## config.mk

```make
export PLATFORM = sky130hd
export DESIGN_NAME = scariv_alu_issue_ctrl_flat
export DESIGN_NICKNAME = d
export VERILOG_FILES = /design/src/rtl/scariv_pkg.sv /design/src/rtl/scariv_alu_issue_ctrl_if.sv /design/src/rtl/scariv_age_matrix.sv /design/src/rtl/scariv_alu_issue_ctrl.sv /design/src/flat_wrapper.sv
export SDC_FILE = /design/constraint.sdc
export NUM_CORES = 1
export LEC_CHECK = 0
export CAP_MARGIN = 25
export CORE_MARGIN = 1
export CORE_UTILIZATION = 25
export DETAILED_ROUTE_END_ITERATION = 12
export GPL_ROUTABILITY_DRIVEN = 0
export PLACE_DENSITY = 0.51
export SLEW_MARGIN = 10
export SYNTH_ARGS = -nofsm -noshare
export SYNTH_HDL_FRONTEND = slang
export SYNTH_HIERARCHICAL = 1
export SYNTH_SLANG_ARGS = --single-unit
```

## constraint.sdc

```tcl
create_clock -name i_clk -period 7.1 [get_ports i_clk]
set_clock_uncertainty 0.2 [all_clocks]
set_input_delay 1.065 -clock i_clk [delete_from_list [all_inputs] [get_ports i_clk]]
set_output_delay 1.065 -clock i_clk [all_outputs]
set_load 0.03 [all_outputs]
```

## src/rtl/scariv_pkg.sv

```systemverilog
`default_nettype none
// ============================================================================
//  Module      : scariv_pkg
//  Description : Shared types and helpers for the ALU issue queue control.
//  Revision    : 1.0
// ============================================================================
package scariv_pkg;

    localparam int ALU_ENTRY_SIZE = 8;
    localparam int MAX_ENTRY_SIZE = 32;

    typedef logic [$clog2(ALU_ENTRY_SIZE)-1:0] issue_entry_idx_t;
    typedef logic [ALU_ENTRY_SIZE-1:0]         age_row_t;

    // OR-reduction encoder: exact for one-hot inputs, zero for an all-zero vector.
    function automatic int unsigned onehot_to_index(input logic [MAX_ENTRY_SIZE-1:0] oh);
        int unsigned idx;
        idx = 0;
        for (int i = 0; i < MAX_ENTRY_SIZE; i++) begin
            if (oh[i]) begin
                idx = idx | i;
            end
        end
        return idx;
    endfunction

endpackage
`default_nettype wire

```

## src/rtl/scariv_alu_issue_ctrl_if.sv

```systemverilog
`default_nettype none
// ============================================================================
//  Module      : scariv_alu_issue_ctrl_if
//  Description : Dispatch / scheduler / issue-stage signals of one ALU queue.
//  Revision    : 1.0
// ============================================================================
interface scariv_alu_issue_ctrl_if #(
    parameter int ENTRY_SIZE = 8
);
    localparam int ENTRY_W = $clog2(ENTRY_SIZE);

    logic                  i_put_valid;
    logic                  o_put_ready;
    logic [ENTRY_SIZE-1:0] o_put_oh;
    logic [ENTRY_W-1:0]    o_put_index;
    logic [ENTRY_SIZE-1:0] i_entry_ready;
    logic                  i_issue_stall;
    logic                  o_pick_valid;
    logic [ENTRY_SIZE-1:0] o_pick_oh;
    logic [ENTRY_W-1:0]    o_pick_index;
    logic [ENTRY_SIZE-1:0] i_issue_succeeded;
    logic [ENTRY_SIZE-1:0] o_clear_entry;
    logic                  i_flush_all;
    logic [ENTRY_W:0]      o_free_count;
    logic                  o_empty;

    // master: dispatch, entries and issue stage together
    modport master (
        output i_put_valid, i_entry_ready, i_issue_stall, i_issue_succeeded, i_flush_all,
        input  o_put_ready, o_put_oh, o_put_index, o_pick_valid, o_pick_oh, o_pick_index,
               o_clear_entry, o_free_count, o_empty
    );

    modport slave (
        input  i_put_valid, i_entry_ready, i_issue_stall, i_issue_succeeded, i_flush_all,
        output o_put_ready, o_put_oh, o_put_index, o_pick_valid, o_pick_oh, o_pick_index,
               o_clear_entry, o_free_count, o_empty
    );

endinterface
`default_nettype wire

```

## src/rtl/scariv_age_matrix.sv

```systemverilog
`default_nettype none
// ============================================================================
//  Module      : scariv_age_matrix
//  Description : Entry age relations and oldest-candidate selection.
//  Revision    : 1.0
// ============================================================================
module scariv_age_matrix
    import scariv_pkg::*;
#(
    parameter int ENTRY_SIZE = ALU_ENTRY_SIZE
) (
    input  wire                  i_clk,
    input  wire                  i_reset,
    input  wire                  i_flush,
    input  wire                  i_put_valid,
    input  wire [ENTRY_SIZE-1:0] i_put_oh,
    input  wire [ENTRY_SIZE-1:0] i_valid,
    input  wire [ENTRY_SIZE-1:0] i_cand,
    output logic [ENTRY_SIZE-1:0] o_oldest_oh
);

    // r_age[i][j] == 1 : entry i is older than entry j
    logic [ENTRY_SIZE-1:0][ENTRY_SIZE-1:0] r_age;

    always_ff @(posedge i_clk) begin
        if (i_reset || i_flush) begin
            r_age <= '0;
        end else if (i_put_valid) begin
            for (int i = 0; i < ENTRY_SIZE; i++) begin
                for (int j = 0; j < ENTRY_SIZE; j++) begin
                    if (i != j) begin
                        if (i_put_oh[i] && i_valid[j]) begin
                            r_age[i][j] <= 1'b0;
                        end else if (i_put_oh[j] && i_valid[i]) begin
                            r_age[i][j] <= 1'b1;
                        end
                    end
                end
            end
        end
    end

    // A candidate wins when no other candidate is older than it.
    for (genvar gi = 0; gi < ENTRY_SIZE; gi++) begin : g_pick
        logic [ENTRY_SIZE-1:0] w_older;
        for (genvar gj = 0; gj < ENTRY_SIZE; gj++) begin : g_col
            assign w_older[gj] = i_cand[gj] & r_age[gj][gi];
        end
        assign o_oldest_oh[gi] = i_cand[gi] & ~(|w_older);
    end

endmodule
`default_nettype wire

```

## src/rtl/scariv_alu_issue_ctrl.sv

```systemverilog
`default_nettype none
// ============================================================================
//  Module      : scariv_alu_issue_ctrl
//  Description : ALU issue queue control: allocation, oldest-ready pick,
//                post-issue clear sequencing and free-entry accounting.
//  Revision    : 1.0
// ============================================================================
module scariv_alu_issue_ctrl
    import scariv_pkg::*;
#(
    parameter int ENTRY_SIZE = ALU_ENTRY_SIZE
) (
    input  wire                        i_clk,
    input  wire                        i_reset,
    scariv_alu_issue_ctrl_if.slave     bus
);

    localparam int ENTRY_W = $clog2(ENTRY_SIZE);
    localparam logic [ENTRY_W:0] c_full_count = (ENTRY_W+1)'(ENTRY_SIZE);

    logic [ENTRY_SIZE-1:0] r_valid;
    logic [ENTRY_SIZE-1:0] r_clear;
    logic [ENTRY_W:0]      r_free_count;

    logic [ENTRY_SIZE-1:0] w_free_vec;
    logic [ENTRY_SIZE-1:0] w_put_oh;
    logic                  w_put_accept;
    logic [ENTRY_SIZE-1:0] w_cand;
    logic [ENTRY_SIZE-1:0] w_oldest_oh;
    logic [ENTRY_SIZE-1:0] w_pick_oh;

    // Releasing entries keep r_valid until their clear pulse ends, so they are never targets.
    assign w_free_vec   = ~r_valid;
    assign w_put_oh     = w_free_vec & (~w_free_vec + ENTRY_SIZE'(1));
    assign w_put_accept = bus.i_put_valid & bus.o_put_ready;

    assign bus.o_put_ready = (r_free_count != '0) & ~bus.i_flush_all;
    assign bus.o_put_oh    = w_put_oh;
    assign bus.o_put_index = ENTRY_W'(onehot_to_index(MAX_ENTRY_SIZE'(w_put_oh)));

    assign w_cand = bus.i_entry_ready & r_valid;

    scariv_age_matrix #(
        .ENTRY_SIZE (ENTRY_SIZE)
    ) u_age_matrix (
        .i_clk       (i_clk),
        .i_reset     (i_reset),
        .i_flush     (bus.i_flush_all),
        .i_put_valid (w_put_accept),
        .i_put_oh    (w_put_oh),
        .i_valid     (r_valid),
        .i_cand      (w_cand),
        .o_oldest_oh (w_oldest_oh)
    );

    assign w_pick_oh        = bus.i_issue_stall ? '0 : w_oldest_oh;
    assign bus.o_pick_oh    = w_pick_oh;
    assign bus.o_pick_valid = |w_pick_oh;
    assign bus.o_pick_index = ENTRY_W'(onehot_to_index(MAX_ENTRY_SIZE'(w_pick_oh)));

    assign bus.o_clear_entry = r_clear;
    assign bus.o_free_count  = r_free_count;
    assign bus.o_empty       = (r_free_count == c_full_count);

    always_ff @(posedge i_clk) begin
        if (i_reset || bus.i_flush_all) begin
            r_valid      <= '0;
            r_clear      <= '0;
            r_free_count <= c_full_count;
        end else begin
            r_valid      <= (r_valid & ~r_clear) | (w_put_accept ? w_put_oh : '0);
            // ~r_clear masks a held success so each entry pulses exactly once
            r_clear      <= bus.i_issue_succeeded & r_valid & ~r_clear;
            r_free_count <= r_free_count - {{ENTRY_W{1'b0}}, w_put_accept}
                            + (ENTRY_W+1)'($countones(r_clear));
        end
    end

    a_ready_only_valid: assert property (@(posedge i_clk) disable iff (i_reset)
        (bus.i_entry_ready & ~r_valid) == '0);
    a_pick_onehot0: assert property (@(posedge i_clk) disable iff (i_reset)
        $onehot0(w_pick_oh));
    a_put_onehot0: assert property (@(posedge i_clk) disable iff (i_reset)
        $onehot0(w_put_oh));
    a_free_bound: assert property (@(posedge i_clk) disable iff (i_reset)
        r_free_count <= c_full_count);

endmodule
`default_nettype wire

```

## src/flat_wrapper.sv

```systemverilog
// flat-port wrapper written by rule: the top's interface ports become plain ports
module scariv_alu_issue_ctrl_flat import scariv_pkg::*;
#(
    parameter int ENTRY_SIZE = ALU_ENTRY_SIZE
)
  (i_clk, i_reset, bus_i_put_valid, bus_i_entry_ready, bus_i_issue_stall, bus_i_issue_succeeded, bus_i_flush_all, bus_o_put_ready, bus_o_put_oh, bus_o_put_index, bus_o_pick_valid, bus_o_pick_oh, bus_o_pick_index, bus_o_clear_entry, bus_o_free_count, bus_o_empty);
  scariv_alu_issue_ctrl_if #(.ENTRY_SIZE(ENTRY_SIZE)) bus_i ();
  input  wire i_clk;
  input  wire i_reset;
  input wire logic [$bits(bus_i.i_put_valid)-1:0] bus_i_put_valid;
  input wire logic [$bits(bus_i.i_entry_ready)-1:0] bus_i_entry_ready;
  input wire logic [$bits(bus_i.i_issue_stall)-1:0] bus_i_issue_stall;
  input wire logic [$bits(bus_i.i_issue_succeeded)-1:0] bus_i_issue_succeeded;
  input wire logic [$bits(bus_i.i_flush_all)-1:0] bus_i_flush_all;
  output wire logic [$bits(bus_i.o_put_ready)-1:0] bus_o_put_ready;
  output wire logic [$bits(bus_i.o_put_oh)-1:0] bus_o_put_oh;
  output wire logic [$bits(bus_i.o_put_index)-1:0] bus_o_put_index;
  output wire logic [$bits(bus_i.o_pick_valid)-1:0] bus_o_pick_valid;
  output wire logic [$bits(bus_i.o_pick_oh)-1:0] bus_o_pick_oh;
  output wire logic [$bits(bus_i.o_pick_index)-1:0] bus_o_pick_index;
  output wire logic [$bits(bus_i.o_clear_entry)-1:0] bus_o_clear_entry;
  output wire logic [$bits(bus_i.o_free_count)-1:0] bus_o_free_count;
  output wire logic [$bits(bus_i.o_empty)-1:0] bus_o_empty;
  assign bus_i.i_put_valid = bus_i_put_valid;
  assign bus_i.i_entry_ready = bus_i_entry_ready;
  assign bus_i.i_issue_stall = bus_i_issue_stall;
  assign bus_i.i_issue_succeeded = bus_i_issue_succeeded;
  assign bus_i.i_flush_all = bus_i_flush_all;
  assign bus_o_put_ready = bus_i.o_put_ready;
  assign bus_o_put_oh = bus_i.o_put_oh;
  assign bus_o_put_index = bus_i.o_put_index;
  assign bus_o_pick_valid = bus_i.o_pick_valid;
  assign bus_o_pick_oh = bus_i.o_pick_oh;
  assign bus_o_pick_index = bus_i.o_pick_index;
  assign bus_o_clear_entry = bus_i.o_clear_entry;
  assign bus_o_free_count = bus_i.o_free_count;
  assign bus_o_empty = bus_i.o_empty;
  scariv_alu_issue_ctrl #(.ENTRY_SIZE(ENTRY_SIZE)) u_core (.i_clk(i_clk), .i_reset(i_reset), .bus(bus_i));
endmodule
```

==> metrics <==
Starting Density 0.256; pin count of the biggest net entering global routing 57; synth top area cells dfxtp_1 41%, a211oi_1 6.2%, a311oi_1 5.9%, a21oi_1 4.8%, a31oi_1 4.4%; core area 14600 µm²; Synth top cells by count 76 x dfxtp_1, 36 x a21oi_1, 31 x a211oi_1; fin area 4730 µm²; number of clock sinks 76; Hold Vio Cnt, Final 0; hold_sp u_core/u_age_matrix/r_age[48]; CTS buffer count 9; clk slew on worst S/H paths 60 ps; post-synthesis sequential area ratio 0.407; CTS tree yes; CTS H-tree depth 3; global-route wire length before repair 19300 µm; library cells used by synthesis 45; netlist area before placement 3740 µm²; Die Ht 124 µm; worst hold path depth 2; Syn. warnings 6; synth-to-layout area growth 26.5%; DRT iter0 DRCs 280; placed cell area 4410 µm²; Flop pwr share 0.440; Die Span X 124 µm; grt total ovfl 0; initial antenna violation count 0; Fmax 203 MHz; Worst Path Class, Setup input pin to output pin; hold_buf cts 0; syn avg cell area 9.16 µm²; PnR worst setup slack 2170 ps; Slew Limit Fails 0; CP required 5830 ps; syn_nets 443; Combinational Power Share 0.088; HPWL Detailed 8010 µm; WP data arrival 3670 ps; status finished, final reports clean; via density per instance 5.51; fillers 1524; Setup TNS Final 0 ps; Routed Antenna Nets 0; die area 15400 µm²; clock network fraction of design power 0.471; Final period util 0.695; Crit Path Max Fanout 8; Placement Rows 44; final cell count without fillers 636; Skew-Pair Late Insertion Delay 330 ps; DRC 0; Via Count 3505; Worst slew margin 0.475; Boundary Pins 58; Port Buf Inserts 57; cells after synthesis 408; slew at the pin with the worst max-slew slack 785 ps; drt pass-1 iters 4; # diodes 0; Root Driver clkbuf_16; EDFF count, synth 0; FFs w/ async S/R, synth 0; Worst setup SP type input pin; reg2reg setup slack 3070 ps; Post-CTS Setup Inserts 0; WHS 314 ps; Overall Power 0.980 mW; max cap viols 0; Yosys top cell area share 0.407; Tmin final 4930 ps; post_cts resized 0; endpoints failing setup 0; P per Cell Area 207 nW/µm²; depth of the most critical reg-to-reg path 12; reg2reg end u_core/bus.o_free_count[2]; Synth Register Bits 76; reg2reg start u_core/bus.o_free_count[2]; predominant post-synthesis flop cell dfxtp_1; Pleak 1.56 nW; worst slack, placed 2190 ps; crit end category output pin; Tightest Hold Check Type flop to flop; Int Power 0.745 mW; final net count 482; Clock Path Buffers 2; switch share 0.239; vias in the first global route 3427; Post-Route WL 12100 µm; placed cells 619; switching power 0.234 mW; Worst VDD drop 105 µV; RSZ-0062 raised after global routing false; layout cells sized above 1 0.0796; Worst Hold End u_core/u_age_matrix/r_age[48]; total global-route track usage 0.159; post-DR wirelength/cell 19.1 µm; Final Util 0.324; most frequent cell after synthesis dfxtp_1; Synth area leader dfxtp_1
## sequential cells by signal, indices dropped and copies added, names as in the netlist
name / flops
u_core/r_valid: 8
u_core/bus.o_free_count: 4
u_core/bus.o_clear_entry: 8
u_core/u_age_matrix/r_age: 56
## kinds of logic (layout without fill, tap and decap cells)
group / Yosys count / after routing / synth area share
AO/OA/AOI/OAI: 151 / 151 / 0.284
XOR/XNOR: 2 / 2 / 0.00837
flip-flops: 76 / 76 / 0.407
AND/OR/NAND/NOR: 104 / 104 / 0.162
adder cells (fa/ha/maj): 14 / 14 / 0.0589
buffers and inverters: 61 / 105 / 0.0793
## critical path: stages
cell,delay (ps)
clkdlybuf4s50_1,430
and2_1,280
a22o_1,220
a221oi_1,410
and4_1,290
nor2b_1,170
or4_1,130
clkdlybuf4s50_1,660
## power by group through the flow
stage	clock network [mW]	logic [mW]	registers [mW]
detailed placement	0	0.0857	0.441
floorplan	0	0.0512	0.444
global route	0.490	0.0942	0.431
CTS	0.473	0.0862	0.431
finish	0.462	0.0864	0.431
global placement	0	0.0840	0.441
## metal layers
| metal | wire length (µm) | global-route usage | up-vias |
|---|---|---|---|
| met3 | 786 | 0.0348 | 13 |
| li1 | - | - | 1629 |
| met1 | 5610 | 0.215 | 1720 |
| met2 | 5570 | 0.249 | 143 |
| met5 | 0 | 0 | - |
| met4 | 155 | 0.0560 | 0 |
## how the worst max path moves through the flow
stage	slack, ps	cells after the start	endpoint	start
5_1_grt	2030	9	bus_o_pick_valid	bus_i_entry_ready[6]
3_5_place_dp	2190	7	bus_o_pick_index[1]	bus_i_entry_ready[2]
6_report	2170	8	bus_o_pick_index[0]	bus_i_entry_ready[7]
4_1_cts	2190	7	bus_o_pick_index[1]	bus_i_entry_ready[2]
2_1_floorplan	2870	8	bus_o_pick_valid	bus_i_entry_ready[7]
3_3_place_gp	2220	9	bus_o_pick_valid	bus_i_entry_ready[6]
## layout make-up
type                       count  area (µm²)  area share
sequential                    76        1520       0.322
timing repair buffer          69         668       0.141
tap                          184         230      0.0487
multi-input combinational    271        1930       0.409
inverter                      20        75.1      0.0159
clock buffer                  10         239      0.0505
clock inverter                 6        63.8      0.0135
## cell usage in the layout, fill, tap and decap left out, types with 9 or more instances in the layout
master,synthesis,final
a311oi_1,25,25
inv_1,20,20
dfxtp_1,76,76
a211oi_1,31,31
a31oi_1,26,26
nand2_1,19,19
buf_4,4,11
clkdlybuf4s50_1,0,57
clkbuf_16,0,9
and2_1,12,12
and4_1,9,9
a21oi_1,36,36
nor2b_1,15,15
nor2_1,10,9
Note: power is estimated with default switching activity, not from simulation.
